`config.mk`:
```
export PLATFORM = sky130hd
export DESIGN_NAME = cache_mem_ctrl
export DESIGN_NICKNAME = d
export VERILOG_FILES = /design/src/rtl/cache_mem_ctrl.sv
export SDC_FILE = /design/constraint.sdc
export NUM_CORES = 1
export LEC_CHECK = 0
export ABC_AREA = 0
export CAP_MARGIN = 30
export CORE_MARGIN = 2
export CORE_UTILIZATION = 45
export CTS_BUF_LIST = sky130_fd_sc_hd__clkbuf_2
export DETAILED_ROUTE_END_ITERATION = 10
export HOLD_SLACK_MARGIN = 0.08
export PLACE_DENSITY = 0.72
export SLEW_MARGIN = 20
export SYNTH_ARGS = -nofsm -noshare
export SYNTH_HDL_FRONTEND = slang
export SYNTH_SLANG_ARGS = --single-unit
```
`constraint.sdc`:
```
create_clock -name CLK -period 5.6 [get_ports CLK]
set_input_delay 1.12 -clock CLK [delete_from_list [all_inputs] [get_ports CLK]]
set_output_delay 1.12 -clock CLK [all_outputs]
set_load 0.01 [all_outputs]
```
`src/rtl/cache_mem_ctrl.sv`:
```
// cache_mem_ctrl
// ----------------------------------------------------------------------------
// Memory-side controller between the data cache and main memory.
// It does three jobs:
//   - It queues dirty-eviction write-backs in a small posted write buffer.
//   - It services read misses with a single-word refill. The refill is
//     forwarded straight from the write buffer when the buffer (or the
//     eviction arriving in the same cycle) holds the requested word.
//   - It drains buffered writes to memory over a req/ready handshake.
//
// Ports
//   CLK, RST       clock; synchronous active-high reset
//   miss_req       read miss, level, held until refill_valid
//   miss_addr      byte address of the missing word
//   wb_req         one-cycle pulse per dirty eviction
//   wb_addr        byte address of the evicted word
//   wb_data        evicted word
//   stall          pipeline stall (combinational)
//   refill_valid   one-cycle pulse, refill_data valid
//   refill_data    refill word
//   wb_full        write buffer holds WB_DEPTH entries
//   mem_req        memory request
//   mem_we         memory direction (1 = write)
//   mem_addr       word-aligned memory address
//   mem_wdata      memory write data
//   mem_ready      memory accepts/completes the request at this edge
//   mem_rdata      memory read data
//   miss_count     accepted misses, saturating
// ----------------------------------------------------------------------------
module cache_mem_ctrl #(
    parameter int unsigned DATA_WIDTH = 32,
    parameter int unsigned ADDR_WIDTH = 32,
    parameter int unsigned WB_DEPTH   = 2
) (
    input  logic                  CLK,
    input  logic                  RST,
    input  logic                  miss_req,
    input  logic [ADDR_WIDTH-1:0] miss_addr,
    input  logic                  wb_req,
    input  logic [ADDR_WIDTH-1:0] wb_addr,
    input  logic [DATA_WIDTH-1:0] wb_data,
    output logic                  stall,
    output logic                  refill_valid,
    output logic [DATA_WIDTH-1:0] refill_data,
    output logic                  wb_full,
    output logic                  mem_req,
    output logic                  mem_we,
    output logic [ADDR_WIDTH-1:0] mem_addr,
    output logic [DATA_WIDTH-1:0] mem_wdata,
    input  logic                  mem_ready,
    input  logic [DATA_WIDTH-1:0] mem_rdata,
    output logic [31:0]           miss_count
);

    localparam int unsigned PTR_W = (WB_DEPTH > 1) ? $clog2(WB_DEPTH) : 1;
    localparam int unsigned CNT_W = PTR_W + 1;
    localparam int unsigned WADDR_W = ADDR_WIDTH - 2;
    localparam logic [CNT_W-1:0] FULL_CNT = CNT_W'(WB_DEPTH);

    typedef enum logic [1:0] {
        StIdle,
        StRefill,
        StDrain,
        StRespond
    } state_t;

    // ------------------------------------------------------------------------
    // State
    // ------------------------------------------------------------------------
    state_t                r_state;
    logic [PTR_W-1:0]      r_head;
    logic [PTR_W-1:0]      r_tail;
    logic [CNT_W-1:0]      r_count;

    // Buffer storage keeps only the word address; the byte offset is never
    // used for compare or for the memory address.
    logic [WADDR_W-1:0]    r_wb_addr [WB_DEPTH];
    logic [DATA_WIDTH-1:0] r_wb_data [WB_DEPTH];

    logic                  r_mem_req;
    logic                  r_mem_we;
    logic [ADDR_WIDTH-1:0] r_mem_addr;
    logic [DATA_WIDTH-1:0] r_mem_wdata;
    logic                  r_refill_valid;
    logic [DATA_WIDTH-1:0] r_refill_data;
    logic [31:0]           r_miss_count;

    // ------------------------------------------------------------------------
    // Buffer handshake decode
    // ------------------------------------------------------------------------
    logic                  w_full;
    logic                  w_enq;
    logic                  w_deq;
    logic [WADDR_W-1:0]    w_miss_waddr;
    logic [WADDR_W-1:0]    w_wb_waddr;

    assign w_full       = (r_count == FULL_CNT);
    // A write-back offered while full is dropped.
    assign w_enq        = wb_req && !w_full;
    // mem_ready only counts while a request is actually outstanding.
    assign w_deq        = (r_state == StDrain) && r_mem_req && mem_ready;
    assign w_miss_waddr = miss_addr[ADDR_WIDTH-1:2];
    assign w_wb_waddr   = wb_addr[ADDR_WIDTH-1:2];

    // ------------------------------------------------------------------------
    // Forwarding match: scan oldest to youngest so the last hit is the
    // youngest; the eviction arriving this cycle is younger than all of them.
    // ------------------------------------------------------------------------
    logic                  w_fwd_hit;
    logic [DATA_WIDTH-1:0] w_fwd_data;
    logic [PTR_W-1:0]      w_idx;

    always_comb begin
        w_fwd_hit  = 1'b0;
        w_fwd_data = '0;
        w_idx      = '0;
        for (int i = 0; i < WB_DEPTH; i++) begin
            w_idx = r_head + PTR_W'(i);
            if ((CNT_W'(i) < r_count) && (r_wb_addr[w_idx] == w_miss_waddr)) begin
                w_fwd_hit  = 1'b1;
                w_fwd_data = r_wb_data[w_idx];
            end
        end
        if (w_enq && (w_wb_waddr == w_miss_waddr)) begin
            w_fwd_hit  = 1'b1;
            w_fwd_data = wb_data;
        end
    end

    // ------------------------------------------------------------------------
    // Buffer storage (no reset needed: validity comes from the count)
    // ------------------------------------------------------------------------
    always_ff @(posedge CLK) begin
        if (w_enq) begin
            r_wb_addr[r_tail] <= w_wb_waddr;
            r_wb_data[r_tail] <= wb_data;
        end
    end

    // ------------------------------------------------------------------------
    // Pointers, count and controller FSM
    // ------------------------------------------------------------------------
    always_ff @(posedge CLK) begin
        if (RST) begin
            r_state        <= StIdle;
            r_head         <= '0;
            r_tail         <= '0;
            r_count        <= '0;
            r_mem_req      <= 1'b0;
            r_mem_we       <= 1'b0;
            r_mem_addr     <= '0;
            r_mem_wdata    <= '0;
            r_refill_valid <= 1'b0;
            r_refill_data  <= '0;
            r_miss_count   <= '0;
        end else begin
            if (w_enq) begin
                r_tail <= r_tail + PTR_W'(1);
            end
            if (w_deq) begin
                r_head <= r_head + PTR_W'(1);
            end
            if (w_enq && !w_deq) begin
                r_count <= r_count + CNT_W'(1);
            end else if (!w_enq && w_deq) begin
                r_count <= r_count - CNT_W'(1);
            end

            // refill_valid is a single-cycle pulse unless re-armed below.
            r_refill_valid <= 1'b0;

            unique case (r_state)
                StIdle: begin
                    if (miss_req) begin
                        if (r_miss_count != '1) begin
                            r_miss_count <= r_miss_count + 32'd1;
                        end
                        if (w_fwd_hit) begin
                            r_refill_data  <= w_fwd_data;
                            r_refill_valid <= 1'b1;
                            r_state        <= StRespond;
                        end else begin
                            r_mem_req  <= 1'b1;
                            r_mem_we   <= 1'b0;
                            r_mem_addr <= {w_miss_waddr, 2'b00};
                            r_state    <= StRefill;
                        end
                    end else if (r_count != '0) begin
                        r_mem_req   <= 1'b1;
                        r_mem_we    <= 1'b1;
                        r_mem_addr  <= {r_wb_addr[r_head], 2'b00};
                        r_mem_wdata <= r_wb_data[r_head];
                        r_state     <= StDrain;
                    end
                end
                StRefill: begin
                    if (r_mem_req && mem_ready) begin
                        r_refill_data  <= mem_rdata;
                        r_refill_valid <= 1'b1;
                        r_mem_req      <= 1'b0;
                        r_state        <= StRespond;
                    end
                end
                StDrain: begin
                    // Never preempted; a pending miss waits for the handshake.
                    if (w_deq) begin
                        r_mem_req <= 1'b0;
                        r_state   <= StIdle;
                    end
                end
                StRespond: begin
                    r_state <= StIdle;
                end
                default: begin
                    r_state <= StIdle;
                end
            endcase
        end
    end

    // ------------------------------------------------------------------------
    // Outputs
    // ------------------------------------------------------------------------
    assign wb_full      = w_full;
    assign stall        = (miss_req && !r_refill_valid) || w_full;
    assign refill_valid = r_refill_valid;
    assign refill_data  = r_refill_data;
    assign mem_req      = r_mem_req;
    assign mem_we       = r_mem_we;
    assign mem_addr     = r_mem_addr;
    assign mem_wdata    = r_mem_wdata;
    assign miss_count   = r_miss_count;

endmodule
```
==> key figures <==
Outcome
  – Status: finished clean

Clock tree
  – CTS tree: yes
  – Post-CTS Resized: 0
  – Setup repair bufs after CTS: 0
  – # clock sinks: 260
  – H-tree Lvls: 3
  – Root Driver: clkbuf_2
  – Post-CTS Hold Fix Bufs: 0
  – CTS clock-pin slew for the worst setup and hold paths: around 0.12 ns
  – CTS buffer count: slightly below 70
  – Worst skew pair latency: between 0.8 and 0.9 ns
  – Clock Path Buffers: 3

Worst setup path
  – Critical path, cell by cell: mux2i_1 -> xnor2_1 -> nor4_1 -> nand4_1 -> o21ai_1 -> o21ai_1 -> a21oi_4 -> buf_4 -> a211oi_2
  – Worst path max stage delay: between 0.9 and 1 ns
  – Worst Path Max Fanout: 43
  – CP arrival: 4.68 ns
  – Setup CP Type: flip-flop to flip-flop
  – Setup crit end kind: flip-flop
  – Crit start category: flip-flop
  – Slowest-stage cell, CP: dfxtp_4
  – Reg2reg setup slack: approximately 1.5 ns
  – CP Data Required Time: approximately 6.2 ns
  – Crit path top cell by count: o21ai_1

Final layout
  – Nets: 1548
  – Area growth, synth to finish: 29.2%
  – Leading cell type in the layout, fill and taps excluded: clkdlybuf4s50_1
  – Fin area: 0.0159 mm^2
  – Most frequent cells in the layout: 257 x clkdlybuf4s50_1, 134 x dfxtp_1, 124 x edfxtp_1, 123 x mux2i_1, 104 x nor2_1
  – Proportion of layout cells with a drive suffix above 1: 11.9%

Place
  – Area after DPL: between 0.015 and 0.02 mm^2
  – GP Congestion: 0.845
  – IO buf count: roughly 260
  – DP HPWL: 23.0 mm

Flow run
  – Max-cap violations: 0

Drt
  – DRT antenna net count: 0
  – WL per Instance: 19.2 um
  – Via/cell ratio: between 5 and 6
  – DRC viols: 0
  – Drt initial violations: approximately 580
  – Vias: between 9000 and 10000
  – Total wire length: about 35 mm
  – DRT Pass-1 Iters: 5

Global route
  – First-pass GRT wire length: roughly 53 mm
  – GRT Total Usage: 23.8%
  – Vias in the first global route: 9779
  – Overflow after GRT: 0
  – Initial antenna violation count: 3
  – Largest net degree at the start of global routing: 85

Power and ir drop
  – P per Cell Area: 345 mW/mm^2
  – Leakage power: 5.67 nW
  – Max VDD drop: between 150 and 200 uV

Synth
  – Netlist cell types: 49
  – Post-Syn Area per Cell: 10.9 um^2
  – Post-Synthesis Cells: ~1100
  – Synth warn: 0
  – FFs w/ async S/R, synth: 0%
  – Register area share after synthesis: a little over half
  – EDFF count, synth: 124
  – Main synth FF type: dfxtp_1
  – Post-Syn Area: 0.0123 mm^2
  – Seq cells post-synth: 260

STA
  – RSZ-0062 raised after global routing: false
  – Fmax: 245 MHz
  – Slew at the pin closest to its max-slew limit: roughly 0.94 ns
  – Final TNS setup: 0 ns
  – Final hold viol count: 0
  – Worst clock skew: 0.0999 ns
  – Fin crit period: just over 4 ns
  – Crit share post-route: ~73%
  – Slew headroom: a little under two fifths
  – Slew Viols, Final: 0
  – Finish-stage setup viols: 0

Die
  – Die ar.: approximately 0.029 mm^2
  – Initial Util: a little under half
  – Chip height: between 150 and 200 um
  – Core area: roughly 0.027 mm^2
  – Die W: 169 um
  – Ports: about 270
  – Row count: 60

Min path
  – HP Class: flip-flop to flip-flop
report_power, final:
| group | internal, mW | leakage [nW] | switching [mW] |
|---|---|---|---|
| clock network | 0.612 | 0.490 | 0.802 |
| logic | 0.761 | 2.91 | 0.804 |
| registers | 2.33 | 2.27 | 0.177 |
| total | 3.70 | 5.67 | 1.78 |
registers in the layout, summed over array words and instances, names as in the netlist, named ones only:
| name | flops |
|---|---|
| r_state | 2 |
| refill_valid | 1 |
| r_count | 2 |
| r_wb_addr | 60 |
| mem_wdata | 32 |
| r_wb_data | 64 |
| miss_count | 32 |
| r_head | 1 |
| r_tail | 1 |
| refill_data | 32 |
| mem_req | 1 |
| mem_addr | 30 |
| mem_we | 1 |
synthesized netlist by cell type (2+ instances only):
cell type    n  area, um^2
and4_1       5        43.8
o21ai_0     67         335
a211oi_1    42         315
xnor2_1     89         780
a221oi_1    23         201
nand4_1     20         125
o31ai_2      2        25.0
nand3b_1     2        15.0
edfxtp_1   124        3720
clkbuf_1    30         113
nor2_1     105         394
buf_1        8        30.0
o21ai_1      2        10.0
or3_1        6        37.5
inv_1       78         293
buf_4        9        67.6
xor2_1      33         289
a211oi_2    24         300
ha_1         8         100
and3_1       9        56.3
and2_1       4        25.0
nor2b_1      2        12.5
nor4_1      18         113
nand3_1     14        70.1
a21oi_1     40         200
a221oi_2    10         150
nand2_1     46         173
nand2b_1     2        12.5
mux2i_1    123        1230
buf_2       12        60.1
nor3_1       7        35.0
dfxtp_1    136        2720
buf_6        5        56.3
nor4_2       3        37.5
or4_1        3        22.5
worst paths after layout:
kind                            startpoint              to  depth (start not counted)
worst min-delay path                mem_we          mem_we                          2
worst min register to register      mem_we          mem_we                          2
worst max register to register   flip-flop  refill_data[4]                          9
worst max-delay path             flip-flop  refill_data[4]                          9
through the flow:
step	cells	hold WS [ns]	worst slack (ns)	util (%)	total power [mW]
2_1_floorplan	1126	0.483	0.912	-	3.33
3_3_place_gp	1676	0.469	1.13	56.5	4.07
3_5_place_dp	1677	0.475	1.08	56.6	4.11
4_1_cts	1801	0.489	1.63	59.1	5.53
5_1_grt	1803	0.515	1.36	59.1	5.78
6_report	1804	0.488	1.52	59.1	5.48
layer usage:
layer,global-route usage [%],share of wire [%]
met1,30.5,44
met2,38.7,47
met3,5.67,6.4
met4,9.66,2.8
met5,0,0
cell type report:
cell class / count / area (um^2)
diodes: 3 / 7.51
clock buffers: 98 / 490
clock inverters: 26 / 186
fillers: 2329 / 11000
inverters: 78 / 293
multi-input cells: 724 / 5310
flip-flops and latches: 260 / 6450
well taps: 341 / 427
repair buffers: 274 / 2720
critical path: cells and delay by family (launching register included):
kind / cells / cell delay [ns]
XOR/XNOR: 1 / 0.10
buffers and inverters: 1 / 0.49
multiplexers: 1 / 0.34
AO/OA/AOI/OAI: 4 / 1.08
AND/OR/NAND/NOR: 2 / 0.85
flip-flops: 1 / 0.92
cell families after synthesis:
family                     after synthesis  share of synthesized area [%]
other                                    1                         0.0305
buffers and inverters                  142                           5.04
xor gates and xnor gates               122                           8.69
AOI/OAI and AO/OA                      219                           13.1
adders and majority gates                8                          0.814
muxes                                  123                           10.0
and+or+nand+nor                        250                           9.89
DFF                                    260                           52.4
Note: power is estimated with default switching activity, not from simulation.
